--- src/rtl/ndma_burst_write_mgr.sv ---
// NanoDMA burst write manager: turns one command into a pipelined train of OBI writes,
// bounding granted-but-unanswered transactions and reporting completion with a sticky error.
module ndma_burst_write_mgr #(
    parameter int unsigned DW              = 32,
    parameter int unsigned AW              = 32,
    parameter int unsigned LEN_W           = 16,
    parameter int unsigned MAX_OUTSTANDING = 2
) (
    input  logic            clk_i,
    input  logic            rst_i,

    input  logic            cmd_valid_i,
    output logic            cmd_ready_o,
    input  logic [AW-1:0]   cmd_addr_i,
    input  logic [LEN_W-1:0] cmd_len_i,
    input  logic            cmd_incr_i,

    input  logic            wdata_valid_i,
    output logic            wdata_ready_o,
    input  logic [DW-1:0]   wdata_i,

    output logic            obi_req_o,
    input  logic            obi_gnt_i,
    output logic [AW-1:0]   obi_addr_o,
    output logic            obi_we_o,
    output logic [DW/8-1:0] obi_be_o,
    output logic [DW-1:0]   obi_wdata_o,
    input  logic            obi_rvalid_i,
    input  logic            obi_err_i,

    output logic            busy_o,
    output logic            done_o,
    output logic            err_o
);

    localparam int unsigned OW = $clog2(MAX_OUTSTANDING + 1);
    localparam logic [OW-1:0]    MaxOut  = OW'(MAX_OUTSTANDING);
    localparam logic [AW-1:0]    Step    = AW'(DW / 8);
    localparam logic [LEN_W-1:0] LenOne  = LEN_W'(1);
    localparam logic [OW-1:0]    OutOne  = OW'(1);

    typedef enum logic [1:0] {StIdle, StIssue, StDrain} state_e;

    state_e           state_q, state_d;
    logic [AW-1:0]    addr_q, addr_d;
    logic [LEN_W-1:0] rem_q, rem_d;
    logic             incr_q, incr_d;
    logic [OW-1:0]    outst_q, outst_d;
    logic             err_q, err_d;
    logic             done_q, done_d;

    logic can_issue;
    logic fire;
    logic rsp;

    // The outstanding limit gates the request; rvalid deliberately does not feed it.
    assign can_issue = (state_q == StIssue) && wdata_valid_i && (outst_q < MaxOut);
    assign fire      = can_issue && obi_gnt_i;
    assign rsp       = obi_rvalid_i && (outst_q != '0);

    always_comb begin
        outst_d = outst_q;
        if (fire && !rsp) begin
            outst_d = outst_q + OutOne;
        end else if (!fire && rsp) begin
            outst_d = outst_q - OutOne;
        end
    end

    always_comb begin
        state_d       = state_q;
        addr_d        = addr_q;
        rem_d         = rem_q;
        incr_d        = incr_q;
        err_d         = err_q;
        done_d        = 1'b0;
        cmd_ready_o   = 1'b0;
        obi_req_o     = 1'b0;
        wdata_ready_o = 1'b0;

        if (rsp && obi_err_i) begin
            err_d = 1'b1;
        end

        unique case (state_q)
            StIdle: begin
                cmd_ready_o = 1'b1;
                if (cmd_valid_i) begin
                    addr_d = cmd_addr_i;
                    rem_d  = cmd_len_i;
                    incr_d = cmd_incr_i;
                    err_d  = 1'b0;
                    if (cmd_len_i == '0) begin
                        done_d = 1'b1;
                    end else begin
                        state_d = StIssue;
                    end
                end
            end
            StIssue: begin
                obi_req_o     = can_issue;
                wdata_ready_o = fire;
                if (fire) begin
                    rem_d = rem_q - LenOne;
                    if (incr_q) begin
                        addr_d = addr_q + Step;
                    end
                    if (rem_q == LenOne) begin
                        state_d = StDrain;
                    end
                end
            end
            StDrain: begin
                if (outst_d == '0) begin
                    state_d = StIdle;
                    done_d  = 1'b1;
                end
            end
            default: state_d = StIdle;
        endcase
    end

    always_ff @(posedge clk_i) begin
        if (rst_i) begin
            state_q <= StIdle;
            addr_q  <= '0;
            rem_q   <= '0;
            incr_q  <= 1'b0;
            outst_q <= '0;
            err_q   <= 1'b0;
            done_q  <= 1'b0;
        end else begin
            state_q <= state_d;
            addr_q  <= addr_d;
            rem_q   <= rem_d;
            incr_q  <= incr_d;
            outst_q <= outst_d;
            err_q   <= err_d;
            done_q  <= done_d;
        end
    end

    assign obi_addr_o  = addr_q;
    assign obi_we_o    = 1'b1;
    assign obi_be_o    = '1;
    assign obi_wdata_o = wdata_i;
    assign busy_o      = (state_q != StIdle);
    assign done_o      = done_q;
    // The sticky error is only meaningful alongside the completion pulse.
    assign err_o       = done_q & err_q;

endmodule
--- config.mk ---
export PLATFORM = sky130hd
export DESIGN_NAME = ndma_burst_write_mgr
export DESIGN_NICKNAME = d
export VERILOG_FILES = /design/src/rtl/ndma_burst_write_mgr.sv
export SDC_FILE = /design/constraint.sdc
export NUM_CORES = 1
export LEC_CHECK = 0
export ABC_CLOCK_PERIOD_IN_PS = 1750
export CAP_MARGIN = 20
export CORE_MARGIN = 5
export CORE_UTILIZATION = 40
export CTS_BUF_LIST = sky130_fd_sc_hd__clkbuf_4 sky130_fd_sc_hd__clkbuf_8
export DETAILED_ROUTE_END_ITERATION = 7
export PLACE_DENSITY = 0.82
export SYNTH_ARGS = -nofsm -noshare
export SYNTH_HDL_FRONTEND = slang
export SYNTH_SLANG_ARGS = --single-unit
--- constraint.sdc ---
create_clock -name clk_i -period 1.75 [get_ports clk_i]
set_input_delay 0.35 -clock clk_i [delete_from_list [all_inputs] [get_ports clk_i]]
set_output_delay 0.35 -clock clk_i [all_outputs]
set_load 0.005 [all_outputs]
==> reports/qor.yml <==
die:
  core_area_um2: 9200
  initial_core_util: 0.407
  rows: 35
  die_w_um: 107
  dieArea_um2: 11400
  io-pin-count: 163
  die_y_um: 107
worst_setup_path:
  cp-start-kind: "flip-flop"
  r2r_start: "state_q[0]$_SDFFE_PP0P_"
  rr_endpoint: "obi_addr_o[8]$_SDFFE_PP0P_"
  path_class: "reg -> reg"
  critPathSlowestCell: "dfxtp_4"
  end_kind: "flip-flop"
  critPathRequiredTime_ns: 1.96
  path_max_fanout: 11
  crit_arrival_ns: 1.95
  ff2ff_path_depth: 8
  rrSetupSlack_ns: 0.01
  cp_cell_sequence: "buf_6 > nor3b_4 > a31oi_4 > buf_6 > buf_4 > nor2_1 > nor2_1 > a211oi_1"
  critPathMaxStageDelay_ns: 0.37
timing:
  hold_ws_ns: 0.471
  finalClockSkew_ns: 0.00808
  fin_crit_ns: 1.74
  setup_viol: 0
  fmax_mhz: 575
  slew_viol_final: 0
  finalHoldViolCount: 0
  fin_tns_setup_ns: 0
  finalWorstSetupSlack_ns: 0.00953
  rsz0062_at_grt: "true"
  fin_crit_sh: 0.995
yosys:
  syn_inst: 499
  synth_area_leaders: "dfxtp_1 29%, buf_4 7.4%, a21oi_1 6.2%"
  synth_top_area_cell: "dfxtp_1"
  synth_top_cell_area_share: 0.294
  synthArstFlopShare: 0
  yosysSeqAreaShare: 0.294
  syn-cell-area_um2: 3740
  synth_seq_cells: 55
  syn_avg_cell_area_um2: 7.50
  synth.distinct_cells: 70
  synth_edf_count: 0
  synthFlopType: "dfxtp_1"
  yosys_warnings: 0
global_routing:
  grt_max_degree: 51
  grt_overflow: 0
  grt_usage: 0.206
  grt_pass1_wl_um: 19700
  antenna_found_initial: 0
  grt_pass1_vias: 4309
placement:
  placed_cells_incl_taps: 710
  pre_cts_ws_ns: -0.405
  io_buffers: 93
  gp_congestion: 0.887
  dp_hpwl_um: 8930
layout:
  drive_gt1_frac: 0.246
  fill_cells: 790
  final_cells: 737
  diodes: 0
  synthToLayoutAreaGrowth_pct: 44.7
  nets: 717
power:
  cellPowerDensity_nw_per_um2: 690
  leakagePower_uw: 0.00208
  ir_worst_vdd_v: 0.000380
detailed_routing:
  drt_iter0_drc: 229
  drc_errors: 0
  routed_wl_um: 12800
  wl_per_cell_um: 17.4
  vias: 4422
  firstDrtPassIters: 5
  drt-vias-per-instance: 6.00
  antenna_left: 0
clock_tree:
  clk_pin_slew_ns: 0.10
  numCtsBuffers: 5
  ctsHtreeMaxLevel: 2
  cts.hold.buffers_added: 0
  cts-root-buf: "clkbuf_8"
  worstSkewPairLatency_ns: 0.31
  cts_tree: "yes"
  cts_buffer_depth: 2
  clock_sinks: 55
hold_path:
  hold_class: "reg -> reg"
  worst_hold_path.num_cells: 2
  holdPathEnd: "obi_addr_o[0]$_SDFFE_PP0P_"
  hp-start: "obi_addr_o[0]$_SDFFE_PP0P_"
flow_run:
  max_cap_viol_count: 0
status:
  status: "finished clean"
[synth_stat cells, drive strengths merged, types with 2 or more instances]
| cell | count |
|---|---|
| inv | 11 |
| a2bb2oi | 2 |
| o21ai | 36 |
| ha | 4 |
| nand2b | 3 |
| a311oi | 3 |
| a22oi | 4 |
| o22ai | 4 |
| xnor2 | 2 |
| a21o | 2 |
| nor3b | 5 |
| dfxtp | 55 |
| o211ai | 5 |
| and2 | 3 |
| o22a | 2 |
| or3 | 7 |
| a221oi | 3 |
| nor3 | 18 |
| o32ai | 2 |
| a21oi | 47 |
| o311ai | 3 |
| a31o | 3 |
| or4 | 3 |
| a211oi | 7 |
| o31ai | 2 |
| a31oi | 9 |
| a32o | 2 |
| clkbuf | 17 |
| mux2i | 3 |
| nor2b | 2 |
| and4 | 4 |
| nor4 | 15 |
| buf | 52 |
| o21a | 2 |
| o41ai | 2 |
| or3b | 3 |
| and3 | 14 |
| nand4 | 13 |
| nand3 | 25 |
| nand2 | 44 |
| nor2 | 39 |
[area by class of cell]
type | count | area, um2 | share of cell area
Clock inverter | 1 | 8.76 | 0.00162
Timing Repair Buffer | 183 | 1640 | 0.303
Clock buffer | 7 | 90.1 | 0.0166
Sequential cell | 55 | 1130 | 0.208
Inverter | 11 | 41.3 | 0.00762
Tap cell | 111 | 139 | 0.0256
Multi-Input combinational cell | 369 | 2370 | 0.437
[worst max-delay path by stage]
| stage | slack, ns | end | startpoint | cells past startpoint |
|---|---|---|---|---|
| 2_1_floorplan | 0.002 | obi_addr_o[31]$_SDFFE_PP0P_ | obi_addr_o[11]$_SDFFE_PP0P_ | 6 |
| 3_3_place_gp | -0.33 | obi_addr_o[6]$_SDFFE_PP0P_ | wdata_valid_i | 8 |
| 3_5_place_dp | -0.40 | obi_addr_o[14]$_SDFFE_PP0P_ | cmd_valid_i | 6 |
| 4_1_cts | 0.007 | obi_addr_o[20]$_SDFFE_PP0P_ | obi_addr_o[3]$_SDFFE_PP0P_ | 7 |
| 5_1_grt | -0.06 | obi_addr_o[8]$_SDFFE_PP0P_ | state_q[0]$_SDFFE_PP0P_ | 8 |
| 6_report | 0.01 | obi_addr_o[8]$_SDFFE_PP0P_ | state_q[0]$_SDFFE_PP0P_ | 8 |
[cells by family after synthesis]
logic type,count (synthesis),synth area share
simple gates,203,0.299
compound gates,149,0.252
buf+inv,80,0.122
flops,55,0.294
fa+ha+maj,4,0.0134
mux,4,0.0110
xor+xnor,3,0.00702
other cells,1,0.00100
[cell usage in the layout (no fill, tap or decap), drive strengths merged, types with 7 or more instances in the layout]
cell,synthesis,layout
nor4,15,15
a21oi,47,47
and3,14,14
nor3,18,18
clkdlybuf4s50,0,85
nor2,39,39
a211oi,7,7
nand2,44,44
inv,11,11
clkbuf,17,8
o21ai,36,36
nand4,13,13
nand3,25,25
a31oi,9,9
or3,7,7
buf,52,90
dfxtp,55,55
[flip-flops by register name, indices dropped and copies added (netlist names)]
signal,flops
state_q,2
rem_q,16
obi_addr_o,32
done_o,1
incr_q,1
err_q,1
outst_q,2
[per-layer routing]
metal,routed length (um),global-route usage,vias up
met5,0,0,-
li1,-,-,2066
met3,1070,0.0391,47
met4,381,0.0922,0
met2,6410,0.364,240
met1,4970,0.242,2069
[critical path, delay by kind of cell, from the launching register on]
kind | cells | cell delay (ns)
buf+inv | 3 | 0.45
compound gates | 2 | 0.34
simple gates | 3 | 0.48
flops | 1 | 0.37
[power breakdown]
| group | total [uW] | internal, uW | switching (uW) |
|---|---|---|---|
| logic | 1470 | 778 | 688 |
| registers | 1500 | 1370 | 131 |
| clock network | 769 | 341 | 428 |
[through the flow]
step           power, uW   util  instance area (um2)
2_1_floorplan       2260      -                 3760
3_3_place_gp        2780  0.542                 4990
3_5_place_dp        2840  0.542                 4990
4_1_cts             3640  0.566                 5210
5_1_grt             3950  0.589                 5420
6_report            3740  0.589                 5420
[repair_timing]
item                       4_1_cts  5_1_grt
gates resized for setup         21       43
buffers inserted                11        8
pin swaps                        4       11
setup endpoints to repair       20       28
cloned                           0        2
(Power assumes the default switching activity.)
